### src/rtl/control_sequencer.sv
// control_sequencer: hardwired fetch/decode/execute control unit for the bus datapath
module control_sequencer #(
  parameter int REGISTERS    = 16,
  parameter int MEM_WAIT_MAX = 15
) (
  input  logic                 Clock,
  input  logic                 Reset_n,
  input  logic [31:0]          IR,
  input  logic                 Mem_ready,
  input  logic                 Stop,
  output logic                 PCout,
  output logic                 MARin,
  output logic                 IncPC,
  output logic                 RZin,
  output logic                 Zlowout,
  output logic                 Zhighout,
  output logic                 PCin,
  output logic                 Read,
  output logic                 MDRin,
  output logic                 MDRout,
  output logic                 IRin,
  output logic                 RYin,
  output logic                 HIin,
  output logic                 LOin,
  output logic [REGISTERS-1:0] Rin,
  output logic [REGISTERS-1:0] Rout,
  output logic [11:0]          Alu_op,
  output logic                 Run,
  output logic                 Illegal
);
  localparam int CW = $clog2(MEM_WAIT_MAX + 1);
  typedef enum logic [3:0] {
    RESET_ST, FETCH0, FETCH1, FETCH2, DECODE, EX4, WB_LO, WB_HI, HALTED
  } state_t;
  state_t              state, state_nx;
  logic [CW-1:0]       wait_cnt;
  logic [4:0]          op;
  logic [3:0]          ra, rb, rc;
  logic [11:0]         alu_sel;
  logic                is_bin, is_md, is_un, is_nop, is_halt, timeout;
  logic [REGISTERS-1:0] one_a, one_b, one_c;
  logic                unused_ir;
  assign op        = IR[31:27];
  assign ra        = IR[26:23];
  assign rb        = IR[22:19];
  assign rc        = IR[18:15];
  assign unused_ir = ^IR[14:0];
  assign one_a     = {{(REGISTERS-1){1'b0}}, 1'b1} << ra;
  assign one_b     = {{(REGISTERS-1){1'b0}}, 1'b1} << rb;
  assign one_c     = {{(REGISTERS-1){1'b0}}, 1'b1} << rc;
  assign is_md     = (op == 5'd15) || (op == 5'd16);
  assign is_un     = (op == 5'd17) || (op == 5'd18);
  assign is_bin    = (alu_sel != '0) && !is_un;
  assign is_nop    = op == 5'd26;
  assign is_halt   = op == 5'd27;
  assign timeout   = wait_cnt == CW'(MEM_WAIT_MAX);
  assign Run       = (state != RESET_ST) && (state != HALTED);
  // opcode to one-hot ALU strobe; zero means no ALU operation
  always_comb begin
    case (op)
      5'd3:    alu_sel = 12'h001;
      5'd4:    alu_sel = 12'h002;
      5'd15:   alu_sel = 12'h004;
      5'd16:   alu_sel = 12'h008;
      5'd5:    alu_sel = 12'h010;
      5'd6:    alu_sel = 12'h020;
      5'd7:    alu_sel = 12'h040;
      5'd8:    alu_sel = 12'h080;
      5'd9:    alu_sel = 12'h100;
      5'd10:   alu_sel = 12'h200;
      5'd17:   alu_sel = 12'h400;
      5'd18:   alu_sel = 12'h800;
      default: alu_sel = 12'h000;
    endcase
  end
  // state register; reset drops straight into RESET_ST
  always_ff @(posedge Clock or negedge Reset_n) begin
    if (!Reset_n) state <= RESET_ST;
    else          state <= state_nx;
  end
  // memory wait counter, live only while stalled in FETCH1
  always_ff @(posedge Clock or negedge Reset_n) begin
    if (!Reset_n) wait_cnt <= '0;
    else          wait_cnt <= (state == FETCH1 && !Mem_ready && !timeout) ? wait_cnt + 1'b1 : '0;
  end
  // next state and Moore strobes from state and IR
  always_comb begin
    state_nx = state;
    PCout    = 1'b0;
    MARin    = 1'b0;
    IncPC    = 1'b0;
    RZin     = 1'b0;
    Zlowout  = 1'b0;
    Zhighout = 1'b0;
    PCin     = 1'b0;
    Read     = 1'b0;
    MDRin    = 1'b0;
    MDRout   = 1'b0;
    IRin     = 1'b0;
    RYin     = 1'b0;
    HIin     = 1'b0;
    LOin     = 1'b0;
    Rin      = '0;
    Rout     = '0;
    Alu_op   = '0;
    Illegal  = 1'b0;
    case (state)
      RESET_ST: state_nx = FETCH0;
      FETCH0: begin
        PCout    = 1'b1;
        MARin    = 1'b1;
        IncPC    = 1'b1;
        RZin     = 1'b1;
        state_nx = FETCH1;
      end
      FETCH1: begin
        Zlowout  = 1'b1;
        PCin     = 1'b1;
        Read     = 1'b1;
        MDRin    = 1'b1;
        Illegal  = timeout;
        state_nx = timeout ? FETCH0 : Mem_ready ? FETCH2 : FETCH1;
      end
      FETCH2: begin
        MDRout   = 1'b1;
        IRin     = 1'b1;
        state_nx = DECODE;
      end
      DECODE: begin
        if (is_bin) begin
          Rout     = one_b;
          RYin     = 1'b1;
          state_nx = EX4;
        end else if (is_un) begin
          Rout     = one_b;
          Alu_op   = alu_sel;
          RZin     = 1'b1;
          state_nx = WB_LO;
        end else begin
          Illegal  = !is_nop && !is_halt;
          state_nx = is_halt ? HALTED : FETCH0;
        end
      end
      EX4: begin
        Rout     = one_c;
        Alu_op   = alu_sel;
        RZin     = 1'b1;
        state_nx = WB_LO;
      end
      WB_LO: begin
        Zlowout  = 1'b1;
        LOin     = is_md;
        Rin      = is_md ? '0 : one_a;
        state_nx = is_md ? WB_HI : Stop ? HALTED : FETCH0;
      end
      WB_HI: begin
        Zhighout = 1'b1;
        HIin     = 1'b1;
        state_nx = Stop ? HALTED : FETCH0;
      end
      HALTED:  state_nx = HALTED;
      default: state_nx = RESET_ST;
    endcase
  end
endmodule

### config.mk
export PLATFORM = sky130hd
export DESIGN_NAME = control_sequencer
export DESIGN_NICKNAME = d
export VERILOG_FILES = /design/src/rtl/control_sequencer.sv
export SDC_FILE = /design/constraint.sdc
export NUM_CORES = 1
export LEC_CHECK = 0
export ABC_AREA = 1
export BUFFER_PORTS_ARGS = -buffer_cell sky130_fd_sc_hd__clkbuf_2
export CAP_MARGIN = 20
export CELL_PAD_IN_SITES_DETAIL_PLACEMENT = 1
export CELL_PAD_IN_SITES_GLOBAL_PLACEMENT = 1
export CORE_MARGIN = 5
export CORE_UTILIZATION = 26
export DETAILED_ROUTE_END_ITERATION = 12
export GPL_ROUTABILITY_DRIVEN = 0
export PLACE_DENSITY = 0.85
export SYNTH_ARGS = -nofsm -noshare
export SYNTH_HDL_FRONTEND = slang
export SYNTH_SLANG_ARGS = --single-unit
### constraint.sdc
create_clock -name Clock -period 1.8 [get_ports Clock]
set_clock_uncertainty 0.15 [all_clocks]
set_input_delay 0.18 -clock Clock [delete_from_list [all_inputs] [get_ports Clock]]
set_output_delay 0.18 -clock Clock [all_outputs]
set_load 0.1 [all_outputs]
==> impl_metrics.yaml, run 1 <==
run_status:
  tool.error: "[ERROR DPL-0033] detailed placement checks failed during check placement."
  status: "aborted with a tool error"
  stop_stage: "clock tree synthesis"
synthesis:
  syn_area_um2: 1420
  yosysSeqAreaShare_pct: 14.1
  synth_ff_type: "dfrtp_1"
  syn_inst: 259
  synthTopCellsByCount: "60 x nor2_1, 56 x nand2_1, 34 x nand3_1, 29 x inv_1, 17 x nor3_1"
  ys_warn_count: 0
  synthArstFlopShare_pct: 100
  synth_edf_count: 0
  yosysMostFrequentCell: "nor2_1"
  ys_top_cells_by_area: "nor2_1 16%, nand2_1 15%, dfrtp_1 14%"
  synth_top_area_share_pct: 15.9
  syn_area_per_cell_um2: 5.47
  yosysTopAreaCell: "nor2_1"
  synth-seq-cells: 8
  syn_nets: 296
  synth_cell_types: 26
clocking:
  cts_htree_levels: 1
  numCtsBuffers: 3
  root_buffer: "clkbuf_8"
  cts_hold_buf: 1
  cts_setup_buffers: 19
  cts_max_path_buffers: 2
  clock-sinks: 8
  cts_resized: 51
floorplan:
  die_w_um: 83.8
  start_util_pct: 27.2
  ios: 96
  die_h_um: 83.8
  num_rows: 26
placement:
  hpwl_mm: 6.66
  port_buffers: 80
  pre_cts_ws_ps: -162
  dp.cells: 438
[cell families after synthesis]
logic type               synth area share [%]
buffers and inverters                    15.5
AND/OR/NAND/NOR                          66.1
adder cells (fa/ha/maj)                 0.883
AO/OA/AOI/OAI                            2.83
XOR/XNOR                                0.618
flip-flops                               14.1
[metrics by stage]
step / instance area [um2] / util, % / setup TNS (ps)
3_5_place_dp: 3490 / 67.0 / -2140
3_3_place_gp: 3490 / 67.0 / -137
2_1_floorplan: 1970 / - / -9780
==> run 2, diff against run 1 <==
- CELL_PAD_IN_SITES_DETAIL_PLACEMENT: 1 -> unset
- CELL_PAD_IN_SITES_GLOBAL_PLACEMENT: 1 -> unset
- CORE_UTILIZATION: 26 -> 25
- PLACE_DENSITY: 0.85 -> unset
- PLACE_DENSITY_LB_ADDON: unset -> 0.15
==> impl_metrics.yaml, run 2 <==
floorplan:
  die_w_um: 85.3
  num_rows: 27
  start_util_pct: 25.7
  dieArea_um2: 7270
  coreArea_um2: 5510
  ios: 96
  die_h_um: 85.3
critical_path:
  critPathMaxFanout: 8
  path_buf_inv: 5
  startpoint_type: "register"
  reg2reg_from: "state[1]$_DFF_PN0_"
  max_stage_delay_ps: 400
  reg2reg_slack_ps: 150
  crit_top_cell: "inv_2"
  end_kind: "output port"
  critical_path_class: "reg2out"
  r2r_end: "state[0]$_DFF_PN0_"
  cp.depth: 10
  required_ps: 1470
  slowest_stage: "dfrtp_1"
  cp_top_family: "simple AND/OR/NAND/NOR gates"
  worstPathCellList: "inv_2 > nor2_1 > inv_2 > nor2_4 > inv_4 > nor2_2 > buf_6 > nand2_1 > nand2_4 > buf_12"
  crit_arrival_ps: 1680
  worstRegToRegCells: 10
run_status:
  status: "finished with violations"
  violations: "negative setup slack"
sta:
  slew_headroom_pct: 78.7
  rsz0062_at_grt: "yes"
  setup_viol_count_final: 54
  fmax_mhz: 496
  fin_crit_sh_pct: 112
  tightest_slew_ps: 316
  holdWs_ps: 97.5
  slew_violations: 0
  fin_tns_setup_ps: -8000
  hold_viol: 0
  fin_crit_ps: 2010
  setup_ws_ps: -214
global_route:
  grt_usage_pct: 14.8
  grt_pass1_vias: 2060
  grt_max_degree: 18
  overflow: 0
  grt_antenna_before_repair: 0
  grt_pass1_wl_mm: 9.16
clocking:
  cts_htree_levels: 1
  clock_latency_ps: 230
  numCtsBuffers: 3
  cts_max_path_buffers: 2
  tritoncts: "built"
  root_buffer: "clkbuf_8"
  clock-sinks: 8
  clk_pin_slew_ps: 40
synthesis:
  synth-seq-cells: 8
  synthArstFlopShare_pct: 100
  syn_nets: 296
  synth_cell_types: 26
  syn_inst: 259
  synth_edf_count: 0
  synthTopCellsByCount: "60 x nor2_1, 56 x nand2_1, 34 x nand3_1, 29 x inv_1, 17 x nor3_1"
  syn_area_per_cell_um2: 5.47
  syn_area_um2: 1420
  synth_ff_type: "dfrtp_1"
  ys_top_cells_by_area: "nor2_1 16%, nand2_1 15%, dfrtp_1 14%"
  synth_top_area_share_pct: 15.9
  yosysTopAreaCell: "nor2_1"
  yosysSeqAreaShare_pct: 14.1
  yosysMostFrequentCell: "nor2_1"
  ys_warn_count: 0
hold_path:
  min_path_cells: 3
  min-delay-start: "Stop"
  min_to: "state[3]$_DFF_PN0_"
  min_path_type: "in2reg"
route:
  first_iter_violations: 65
  wl_per_cell_um: 11.8
  antenna_left: 0
  drc_errors: 0
  vias: 2079
  drt_wl_total_mm: 5.38
  vias_per_cell: 4.54
  first_pass_iters: 4
cells_and_area:
  fin_util_pct: 69.2
  area_delta_synth_final_pct: 169
  final_common_cell: "buf_12"
  final_cell_mix: "60 x buf_12, 42 x buf_4, 34 x nor2_4, 32 x nand3_1, 25 x nor2_1"
  largestRegisters: "state (4), wait_cnt (4)"
  nNetsFinal: 424
  antenna_cells: 0
  drive_gt1_share_pct: 65.5
pwr:
  vdd_drop_max_mv: 0.831
  p_leak_uw: 0.00160
  p_per_area_nw_per_um2: 908
flow_run:
  cap_violations: 0
placement:
  hpwl_mm: 4.55
  port_buffers: 80
-- run 2: cell counts after synthesis --
Identical to the previous run, type by type.
-- run 2: worst register-to-register path, stage by stage, from the launching register on --
cell and delay [ps]:
dfrtp_2 440, nor2_4 130, inv_2 60, nor2_4 150, inv_2 50, nor2_2 70
nand2_1 70, buf_4 130, buf_4 120, buf_4 120, nand4_1 90
-- run 2: stage by stage --
step / setup WS, ps / cells / power [uW] / instance area, um2
after floorplan: -449 / 259 / 2250 / 1970
after detailed placement: -46.1 / 442 / 2970 / 3500
after global placement: -33.7 / 442 / 2940 / 3500
after CTS: -201 / 452 / 3330 / 3660
final: -214 / 458 / 3460 / 3810
after global routing: -324 / 458 / 3600 / 3810
-- run 2: repair_timing --
action                                  in CTS  in global routing
endpoints found under the hold margin        8                  0
setup buffers                                6                  9
pin swaps                                   17                 17
hold buffers                                 1                  0
resized for setup                           18                 28
endpoints found under the setup margin      51                 58
-- run 2: cell families (layout without fill, tap and decap cells) --
| logic type | after synthesis | count (layout) | synth area share (%) |
|---|---|---|---|
| xor gates and xnor gates | 1 | 1 | 0.618 |
| and+or+nand+nor | 196 | 196 | 66.1 |
| DFF | 8 | 8 | 14.1 |
| adders and majority gates | 1 | 1 | 0.883 |
| AOI/OAI and AO/OA | 6 | 6 | 2.83 |
| buffers and inverters | 47 | 174 | 15.5 |
-- run 2: cell type report --
cell class / count / area [um2]
clock buffer: 4 / 45.0
inverter: 38 / 150
sequential: 8 / 201
multi-input combinational: 204 / 1580
fill: 397 / 1700
tap: 72 / 90.1
timing repair buffer: 132 / 1750
-- run 2: where the power goes --
part | internal, uW | switching, uW | total (uW)
clock | 154 | 75.7 | 230
sequential | 226 | 47.6 | 274
combinational | 1040 | 1920 | 2960
-- run 2: worst max path at each step --
stage,startpoint,end
after detailed placement,IR[28],Rout[4]
after CTS,state[1]$_DFF_PN0_,Rout[4]
final,state[0]$_DFF_PN0_,Rout[4]
after floorplan,state[1]$_DFF_PN0_,Alu_op[7]
after global routing,state[0]$_DFF_PN0_,Rout[3]
after global placement,IR[28],Rout[7]
-- run 2: per-layer routing --
metal	vias up	share of wire (%)	track usage, %
met5	-	0	0
met4	0	0.41	1.73
met3	2	6.0	3.40
met2	60	52	26.2
met1	938	42	18.7
li1	1079	-	-
Note: power is estimated with default switching activity, not from simulation.
